==> src/rtl/reaction_stimulus.sv <==
// reaction_stimulus
// Stimulus side of the reaction-timer path. A rising edge on `trigger` starts
// a sequence that lights the ten start LEDs one at a time, every STEP_TICKS
// ticks. Once all ten are lit it holds for MIN_DELAY plus a pseudo-random
// number of ticks, then blanks the LEDs and pulses `start_counting` for one
// clock. A `response` press before that moment aborts the sequence and raises
// the sticky `false_start` flag instead of issuing the pulse.
//
// Parameters:
//   STEP_TICKS : ticks between successive LEDs lighting (1..65535)
//   MIN_DELAY  : minimum hold in ticks after all LEDs are lit (0..65408)
//
// Ports:
//   clk            : system clock, all logic on posedge
//   rst_n          : asynchronous active-low reset
//   tick           : one-cycle timebase enable (nominally 1 ms)
//   trigger        : user key level, rising edge arms a sequence
//   response       : user reaction key level (also the counter's end_counting)
//   lights[9:0]    : start-light LEDs, bit 0 lights first
//   start_counting : one-cycle pulse to the reaction counter at "go"
//   busy           : high while a sequence or hold is in progress
//   false_start    : sticky flag, response seen before go
//
// Build option:
//   REACTION_STIM_FIXED_DELAY_EN : when defined, the random part of the hold
//   is the constant 64 and the LFSR is not built (deterministic demo/bench).
module reaction_stimulus #(
  parameter int unsigned STEP_TICKS = 500,
  parameter int unsigned MIN_DELAY  = 1000
) (
  input  logic       clk,
  input  logic       rst_n,
  input  logic       tick,
  input  logic       trigger,
  input  logic       response,
  output logic [9:0] lights,
  output logic       start_counting,
  output logic       busy,
  output logic       false_start
);

  typedef enum logic [1:0] {
    IDLE = 2'd0,
    SEQ  = 2'd1,
    HOLD = 2'd2
  } state_t;

  localparam logic [15:0] STEP_LAST = 16'(STEP_TICKS - 1);
  localparam logic [15:0] MIN_HOLD  = 16'(MIN_DELAY);
  localparam logic [9:0]  ALL_LIT   = 10'h3FF;

  state_t      state_r, state_s;
  logic [15:0] step_r, step_s;
  logic [15:0] delay_r, delay_s;
  logic [9:0]  lights_r, lights_s;
  logic        start_r, start_s;
  logic        busy_r, busy_s;
  logic        fs_r, fs_s;
  logic        trigger_q_r;
  logic        rise_s;
  logic [9:0]  lights_shift_s;
  logic [6:0]  hold_rand_s;

`ifdef REACTION_STIM_FIXED_DELAY_EN
  assign hold_rand_s = 7'd64;
`else
  logic [6:0] lfsr_r;

  // x^7 + x^6 + 1, maximal length: all-zero state is never entered from 7'h01
  function automatic logic [6:0] lfsr_next(input logic [6:0] q);
    return {q[5:0], q[6] ^ q[5]};
  endfunction

  // Free-running LFSR supplying the random part of the hold time
  always_ff @(posedge clk or negedge rst_n) begin
    if (!rst_n) begin
      lfsr_r <= 7'h01;
    end else begin
      lfsr_r <= lfsr_next(lfsr_r);
    end
  end

  assign hold_rand_s = lfsr_r;
`endif

  assign rise_s         = trigger & ~trigger_q_r;
  assign lights_shift_s = {lights_r[8:0], 1'b1};

  // State, counters and registered outputs
  always_ff @(posedge clk or negedge rst_n) begin
    if (!rst_n) begin
      state_r     <= IDLE;
      step_r      <= 16'd0;
      delay_r     <= 16'd0;
      lights_r    <= 10'd0;
      start_r     <= 1'b0;
      busy_r      <= 1'b0;
      fs_r        <= 1'b0;
      trigger_q_r <= 1'b0;
    end else begin
      state_r     <= state_s;
      step_r      <= step_s;
      delay_r     <= delay_s;
      lights_r    <= lights_s;
      start_r     <= start_s;
      busy_r      <= busy_s;
      fs_r        <= fs_s;
      trigger_q_r <= trigger;
    end
  end

  // Next-state and next-output logic; start_counting defaults low so it can
  // only ever be high for the single cycle after the final hold tick
  always_comb begin
    state_s  = state_r;
    step_s   = step_r;
    delay_s  = delay_r;
    lights_s = lights_r;
    start_s  = 1'b0;
    busy_s   = busy_r;
    fs_s     = fs_r;

    case (state_r)
      IDLE: begin
        busy_s = 1'b0;
        if (rise_s) begin
          // a tick arriving together with the trigger edge is not counted
          state_s  = SEQ;
          lights_s = 10'd0;
          step_s   = 16'd0;
          fs_s     = 1'b0;
          busy_s   = 1'b1;
        end else begin
          state_s = IDLE;
        end
      end

      SEQ: begin
        if (response) begin
          state_s  = IDLE;
          lights_s = 10'd0;
          fs_s     = 1'b1;
          busy_s   = 1'b0;
        end else if (tick) begin
          if (step_r == STEP_LAST) begin
            lights_s = lights_shift_s;
            step_s   = 16'd0;
            if (lights_shift_s == ALL_LIT) begin
              state_s = HOLD;
              delay_s = MIN_HOLD + {9'd0, hold_rand_s};
            end else begin
              state_s = SEQ;
            end
          end else begin
            step_s = step_r + 16'd1;
          end
        end else begin
          state_s = SEQ;
        end
      end

      HOLD: begin
        // response takes priority over the final tick: no pulse on a tie
        if (response) begin
          state_s  = IDLE;
          lights_s = 10'd0;
          fs_s     = 1'b1;
          busy_s   = 1'b0;
        end else if (tick) begin
          if (delay_r == 16'd0) begin
            state_s  = IDLE;
            lights_s = 10'd0;
            start_s  = 1'b1;
            busy_s   = 1'b0;
          end else begin
            delay_s = delay_r - 16'd1;
          end
        end else begin
          state_s = HOLD;
        end
      end

      default: begin
        state_s  = IDLE;
        lights_s = 10'd0;
        busy_s   = 1'b0;
      end
    endcase
  end

  assign lights         = lights_r;
  assign start_counting = start_r;
  assign busy           = busy_r;
  assign false_start    = fs_r;

endmodule

==> config.mk <==
export PLATFORM = sky130hd
export DESIGN_NAME = reaction_stimulus
export DESIGN_NICKNAME = d
export VERILOG_FILES = /design/src/rtl/reaction_stimulus.sv
export SDC_FILE = /design/constraint.sdc
export NUM_CORES = 1
export LEC_CHECK = 0
export BUFFER_PORTS_ARGS = -buffer_cell sky130_fd_sc_hd__buf_2
export CAP_MARGIN = 0
export CORE_UTILIZATION = 60
export CTS_CLUSTER_DIAMETER = 120
export DETAILED_ROUTE_END_ITERATION = 10
export HOLD_SLACK_MARGIN = 0.1
export PLACE_DENSITY = 0.79
export SETUP_SLACK_MARGIN = 0.05
export SLEW_MARGIN = 20
export SYNTH_ARGS = -nofsm -noshare
export SYNTH_HDL_FRONTEND = slang
export SYNTH_SLANG_ARGS = --single-unit
export TNS_END_PERCENT = 100
==> constraint.sdc <==
create_clock -name clk -period 3.5 [get_ports clk]
set_input_delay 0 -clock clk [delete_from_list [all_inputs] [get_ports clk]]
set_output_delay 0 -clock clk [all_outputs]
set_load 0.02 [all_outputs]
## Yosys cells after proc, flatten, opt, wreduce, memory -nomap -nowiden

Cells that the tools add are included.

| word-level totals | value |
|---|---|
| logic and storage cells | 90 |
| register bits | 55 |
| output and inout port bits | 13 |

| cells by class | value |
|---|---|
| add/sub/neg operators | 3 |
| reduce and logical (&&, ||, !) cells | 12 |
| bitwise operators | 3 |
| multiplexer cells | 43 |
| eq/ne operators | 20 |

Operator list:

| cell | number |
|---|---|
| $mux 16 | 11 |
| $mux 10 | 7 |
| $pmux 16 s2 | 2 |
| $pmux 10 s3 | 1 |
| $ne 2x2->1 const B | 9 |
| $add 16x1->16 const B | 1 |
| $eq 16x9->1 const B | 1 |
| $logic_not 16->1 | 1 |
| $sub 16x1->16 const B | 1 |
| $mux 2 | 7 |
| $mux 1 | 12 |
| $ne 3x3->1 const B | 4 |
| $add 10x7->11 const A | 1 |
| $eq 9x9->1 const B | 1 |
| $ne 4x4->1 const B | 2 |
| $reduce_and 8->1 | 1 |
| $pmux 2 s3 | 1 |
| $reduce_and 3->1 | 2 |
| $reduce_bool 2->1 | 3 |
| $reduce_and 5->1 | 1 |
| $reduce_and 4->1 | 1 |
| $pmux 1 s3 | 1 |
| $eq 2x1->1 const B | 1 |
| $eq 2x2->1 const B | 1 |
| 8 further kinds | 8 |

## Depth between registers and ports, before layout

Gate-level depths: netlist of the first run.

| logic depth | value |
|---|---|
| word-level depth | 6 |
| depth in mapped cells | 9 |
| depth with buffers taken out | 7 |

## Worst setup path before layout of the first run

OpenSTA, ideal clock, no wires.

| path | value |
|---|---|
| kind | flip-flop to flip-flop |
| from | register delay_r[0] |
| to | register lights_r[0] (netlist: lights[0]) |
| required time | 3.375 ns |
| buffers on the path | 1 |
| library setup time | 0.125 ns |
| arrival time | 2.365 ns |
| path slack | 1.010 ns |
| cell stages (with the launch flop) | 9 |
| path through | dfrtp_1 inv_1 ha_1 or3b_1 nor3_1 a21oi_1 or3_1 buf_6 mux2_4 |

| on the way | value |
|---|---|
| word-level cells in the longest chain between the ends | 3 |

Ends and longest elaborated chain:

| what | line | RTL |
|---|---|---|
| start: declaration | 54 | `logic [15:0] delay_r, delay_s;` |
| start signal: assignment | 103 | `delay_r <= delay_s;` |
| $logic_not 16->1 | 170 | `if (delay_r == 16'd0) begin` |
| $ne 3x3->1 (no line) | - |  |
| $reduce_and 5->1 (no line) | - |  |
| end signal: assignment | 104 | `lights_r <= lights_s;` |
| end: declaration | 55 | `logic [9:0] lights_r, lights_s;` |

No other way between the ends.
A chain may end at the register's enable or synchronous reset.

## Final worst setup path of the first run

Ends and elaborated chain as after synthesis.

==> flow_metrics.py, run 1 <==
metrics = {
    "sta": {
        "clock_skew_ns": 0.0133,
        "setup_viol": 0,
        "slew_headroom": 0.464,
        "finalCriticalPeriod_ns": 2.93,
        "hold_viol": 0,
        "tightestPinTransition_ns": 0.793,
        "min_period_over_period": 0.837,
        "rsz0062_at_grt": "false",
        "fin_ws_ns": 0.570,
        "maxSlewViolCount": 0,
        "fmax_mhz": 341,
        "tns_ns": 0,
    },
    "clock_tree": {
        "numCtsBuffers": 5,
        "h-tree-depth": 2,
        "cts_num_sinks": 55,
        "cts_resized": 0,
        "clock_latency_ns": 0.31,
        "clkTransAtPathRegs_ns": 0.09,
        "cts_hold_buffers": 4,
        "cts_tree": "built",
        "cts-root-buf": "clkbuf_8",
        "clk_path_buf_depth": 2,
        "postCtsSetupBuffers": 0,
    },
    "yosys": {
        "syn_area_um2": 3020,
        "postSynthCellCount": 318,
        "syn_nets": 333,
        "synth_ff_type": "dfrtp_1",
        "ys_seq_area_frac": 0.456,
        "async_flop_share": 1.00,
        "synth_top_cell_area_share": 0.447,
        "synth_edf_count": 0,
        "yosys-top-cells-area": "dfrtp_1 45%, ha_1 4.1%, mux2i_1 4.0%",
        "postSynthAreaPerCell_um2": 9.51,
        "yosysTopAreaCell": "dfrtp_1",
        "ys_ff_latch": 55,
        "ys_warn_count": 0,
        "synthDistinctLibCells": 48,
    },
    "routing": {
        "viasPerCell": 6.03,
        "first_pass_iters": 4,
        "drtAntennaViolNets": 0,
        "dr_wl_met3_um": 253,
        "vias": 2467,
        "drc": 0,
        "top_layer": "met4",
        "wl_met2_um": 2950,
        "wl_per_cell_um": 15.2,
        "wl_um": 6230,
        "first_iter_violations": 224,
        "wl_met1_um": 2960,
    },
    "place": {
        "dpl-instance-area_um2": 3180,
        "port_buffers": 17,
        "dp_hpwl_um": 4250,
        "gp_congestion": 0.842,
        "pre_cts_slack_ns": 0.605,
        "dp_cells": 397,
    },
    "global_route": {
        "antenna_found_initial": 0,
        "grt_pass1_vias": 2309,
        "gr-total-overflow": 0,
        "grt_start_max_net_pins": 56,
        "grt_pass1_wl_um": 10500,
        "track_usage": 0.253,
    },
    "final_layout": {
        "final_area_um2": 3300,
        "drive_above_1_share": 0.117,
        "final_core_util": 0.690,
        "antenna_cells": 0,
        "nFillCells": 388,
        "multi_input_area_um2": 1520,
        "final_cell_count_no_fill": 409,
        "register_area_um2": 1380,
        "nNetsFinal": 356,
        "areaGrowthSynthToFinish_pct": 9.27,
        "layout_common_cells": "54 x dfrtp_1, 26 x nand2_1, 21 x nor2_1",
        "layout_commonest_cell": "dfrtp_1",
    },
    "setup_path": {
        "worst-endpoint-required_ns": 3.69,
        "crit_path_start_kind": "flip-flop",
        "cp_max_fo": 10,
        "path_class": "flip-flop to flip-flop",
        "r2r_setup_slack_ns": 0.57,
        "cp.arrival_ns": 3.13,
        "r2r-end": "lights[0]",
        "timing.rr.start": "delay_r[0]",
        "end_kind": "flip-flop",
        "reg2reg_depth": 7,
    },
    "power": {
        "p_leak_uw": 0.00143,
        "internal_power_uw": 856,
        "power_frac_seq": 0.576,
        "p_sw_frac": 0.272,
        "vdd_drop_max_v": 0.000320,
        "pwr-share-comb": 0.135,
        "switching_power_uw": 320,
        "p_per_area_nw_per_um2": 356,
        "power.share.clock": 0.289,
    },
    "floorplan": {
        "die_y_um": 73.0,
        "initial_utilization": 0.632,
        "die_x_um": 73.0,
        "rows": 25,
        "core_area_um2": 4790,
        "die_area_um2": 5330,
        "num_io_pins": 18,
    },
    "worst_hold_path": {
        "hp-class": "input port to asynchronous set/reset pin",
    },
    "run": {
        "maxCapViolations": 0,
    },
    "status": {
        "outcome": "complete, no violations",
    },
}
[power by group through the flow]
| stage | sequential, uW | clock [uW] | combinational, uW |
|---|---|---|---|
| after floorplan | 695 | 0 | 103 |
| after global placement | 690 | 0 | 151 |
| after detailed placement | 689 | 0 | 155 |
| after CTS | 677 | 348 | 159 |
| after global routing | 681 | 370 | 176 |
| final | 677 | 341 | 159 |
[state kept, by name, indices dropped and copies added, names as in the netlist]
name,cells
hold_rand_s,7
busy,1
state_r,2
false_start,1
start_counting,1
delay_r,16
trigger_q_r,1
step_r,16
lights,10
[cells by family (layout without fill, tap and decap cells)]
kind of cell	count (synthesis)	in the layout	synth area share
buf+inv	30	54	0.0405
simple gates	127	127	0.231
flops	55	55	0.456
fa+ha+maj	10	10	0.0414
mux	15	15	0.0521
xor+xnor	11	11	0.0319
compound gates	70	70	0.148
[Yosys cell counts (2+ instances only)]
cell type	number
inv_1	20
or4_4	2
or3_1	6
nand4_1	6
a41oi_1	4
nor3_1	11
nand2_1	26
nor2b_1	6
buf_1	2
nand2b_1	9
xor2_1	3
nand3b_1	3
o21ai_0	17
o31ai_1	11
nand3_1	12
and3_1	2
clkbuf_1	5
ha_1	10
dfrtp_1	54
or2_2	3
a21oi_1	17
nor3b_1	3
nor2_1	21
mux2i_1	12
nor4_1	6
a31oi_1	6
o22ai_1	3
o31a_1	3
xnor2_1	8
buf_2	2
or4_1	7
mux2_2	2
[worst max-delay path, stage by stage, from the launching register on]
cell and delay, ns:
dfrtp_1 0.42, inv_1 0.11, ha_1 0.20, or3b_1 0.44
nor3_1 0.51, a21oi_1 0.14, or3_1 0.62, mux2_4 0.38
[metal layers]
metal	up-vias	global-route usage
li1	1198	-
met1	1204	0.360
met2	59	0.407
met3	6	0.0373
met4	0	0.0632
met5	-	0
[worst max path at each step]
stage	start	endpoint	cells past startpoint
final	delay_r[0]	lights[0]	7
after global routing	delay_r[0]	lights[0]	7
after CTS	delay_r[0]	lights[0]	7
after detailed placement	delay_r[0]	lights[0]	7
after global placement	delay_r[0]	lights[0]	7
after floorplan	delay_r[0]	lights[0]	8
[final cells by class]
type,count,share of cell area
clock buffer,7,0.0231
clock inverter,1,0.00151
inverter,20,0.0227
multi-input combinational,233,0.461
sequential,55,0.417
tap,67,0.0254
timing repair buffer,26,0.0492
[metrics by stage]
step | hold slack, ns | total power [uW]
floorplan | -0.296 | 798
global placement | 0.139 | 841
detailed placement | 0.147 | 844
CTS | 0.367 | 1180
global route | 0.393 | 1230
finish | 0.344 | 1180
(Power assumes the default switching activity.)
==> inputs of run 2 (changes only) <==
CORE_UTILIZATION = 55   (was 60)
PLACE_DENSITY = 0.76   (was 0.79)
clock period = 2.5 ns   (was 3.5 ns; I/O delays follow)
==> run 2 against run 1 <==
Clock skew is 0.0039 ns lower. Combinational power grew 50%. Die area grew 8.8%. Sequential power is 40% higher. Highest routed layer unchanged. Worst hold slack got worse by 0.013 ns. Global-route usage fell by 0.86 points. Sequential cell count unchanged. Cell count up 5.1%. Largest power group unchanged. First-iteration DRC count shrank 10%. Non-clock buffer count is 18 higher.
==> flow_metrics.py, run 2 (synthesis results as in run 1) <==
metrics = {
    "clock_tree": {
        "h-tree-depth": 2,
        "clkTransAtPathRegs_ns": 0.11,
        "numCtsBuffers": 5,
        "cts-root-buf": "clkbuf_8",
        "clk_path_buf_depth": 2,
        "clock_latency_ns": 0.31,
        "cts_tree": "built",
        "cts_num_sinks": 55,
    },
    "global_route": {
        "grt_pass1_vias": 2598,
        "gr-total-overflow": 0,
        "grt_pass1_wl_um": 11500,
        "grt_start_max_net_pins": 56,
        "track_usage": 0.244,
        "antenna_found_initial": 0,
    },
    "sta": {
        "tightestPinTransition_ns": 0.692,
        "clock_skew_ns": 0.00943,
        "slew_headroom": 0.539,
        "rsz0062_at_grt": "true",
        "hold_viol": 0,
        "fmax_mhz": 415,
        "finalCriticalPeriod_ns": 2.41,
        "tns_ns": 0,
        "maxSlewViolCount": 0,
        "fin_ws_ns": 0.0925,
        "min_period_over_period": 0.963,
        "setup_viol": 0,
    },
    "setup_path": {
        "cp_max_fo": 4,
        "cp-startpoint": "delay_r[0]",
        "path_class": "flip-flop to flip-flop",
        "r2r_setup_slack_ns": 0.09,
        "crit_chain": "inv_2 > ha_4 > or3b_4 > or3_4 > or3_1 > or4_1 > a21oi_2",
        "cp.arrival_ns": 2.66,
        "crit_path_start_kind": "flip-flop",
        "slowest_stage": "dfrtp_1",
        "worst-endpoint-required_ns": 2.75,
        "timing.rr.start": "delay_r[0]",
        "end_kind": "flip-flop",
        "cpPeakStageDelay_ns": 0.43,
    },
    "routing": {
        "first_iter_violations": 201,
        "drtAntennaViolNets": 0,
        "drc": 0,
        "first_pass_iters": 4,
        "wl_per_cell_um": 15.1,
        "wl_um": 6500,
        "vias": 2595,
        "viasPerCell": 6.03,
    },
    "final_layout": {
        "layout_common_cells": "54 x dfrtp_1, 26 x nand2_1, 23 x buf_4",
        "layout_commonest_cell": "dfrtp_1",
        "antenna_cells": 0,
        "areaGrowthSynthToFinish_pct": 15.6,
        "nFillCells": 431,
        "drive_above_1_share": 0.194,
        "final_cell_count_no_fill": 430,
        "nNetsFinal": 374,
    },
    "floorplan": {
        "die_x_um": 76.2,
        "core_area_um2": 5200,
        "rows": 26,
        "die_area_um2": 5800,
        "die_y_um": 76.2,
        "initial_utilization": 0.581,
        "num_io_pins": 18,
    },
    "worst_hold_path": {
        "hp-class": "input port to asynchronous set/reset pin",
    },
    "place": {
        "dp_hpwl_um": 4460,
        "pre_cts_slack_ns": 0.0505,
        "port_buffers": 17,
        "gp_congestion": 0.858,
        "dp_cells": 414,
    },
    "status": {
        "outcome": "complete, no violations",
    },
    "power": {
        "p_total_uw": 1690,
        "vdd_drop_max_v": 0.000428,
        "p_leak_uw": 0.00152,
        "p_per_area_nw_per_um2": 484,
    },
    "run": {
        "maxCapViolations": 0,
    },
}
[run 2: cell types whose count changed in the layout (fill, tap and decap cells not counted), moves of 2 or more]
| cell | delta |
|---|---|
| clkinvlp_4 | +2 |
| a21oi_1 | -3 |
| buf_4 | +18 |
| a21oi_2 | +3 |
| clkbuf_1 | -2 |
[run 2: what timing repair did]
item	in CTS	in global routing
pin swaps	0	1
hold buffers	4	0
buffers inserted	0	4
setup endpoints to repair	8	23
resized for setup	2	8
hold endpoints to repair	58	0
[run 2: final timing paths]
path | cells past startpoint | end
setup / recovery | 7 | delay_r[12]
max in group asynchronous | 3 | step_r[12]
min in group clk | 2 | trigger_q_r
hold reg to reg | 0 | hold_rand_s[3]
hold / removal | 3 | delay_r[14]
setup reg to reg | 7 | delay_r[12]
[run 2: per-stage QoR]
step / cell area [um^2] / hold slack (ns) / util
after floorplan: 3030 / -0.296 / -
after global placement: 3300 / 0.139 / 0.633
final: 3500 / 0.331 / 0.672
after CTS: 3440 / 0.356 / 0.660
after global routing: 3500 / 0.369 / 0.672
after detailed placement: 3300 / 0.143 / 0.633
[run 2: worst max-delay path, delay by kind of cell, from the launching register on]
family | cells | cell delay (ns)
AND/OR/NAND/NOR | 4 | 1.51
flip-flops | 1 | 0.43
adder cells (fa/ha/maj) | 1 | 0.15
AO/OA/AOI/OAI | 1 | 0.14
buffers and inverters | 1 | 0.11
[run 2: per-layer routing]
| layer | vias to the layer above | global-route usage | routed length (um) |
|---|---|---|---|
| li1 | 1242 | - | - |
| met1 | 1269 | 0.327 | 3000 |
| met2 | 76 | 0.405 | 3110 |
| met3 | 8 | 0.0431 | 315 |
| met4 | 0 | 0.0769 | 78 |
| met5 | - | 0 | 0 |
[run 2: layout make-up]
type                       count  area (um^2)  area share
tap                           70         87.6      0.0251
inverter                      20         75.1      0.0215
sequential                    55         1380       0.394
clock buffer                   5         68.8      0.0197
multi-input combinational    233         1570       0.448
clock inverter                 3         23.8     0.00680
timing repair buffer          44          298      0.0852
[run 2: power breakdown]
part	switching, uW	internal [uW]	leakage, uW
logic	142	97.1	0.000744
registers	31.1	918	0.000732
clock network	303	201	0.0000408
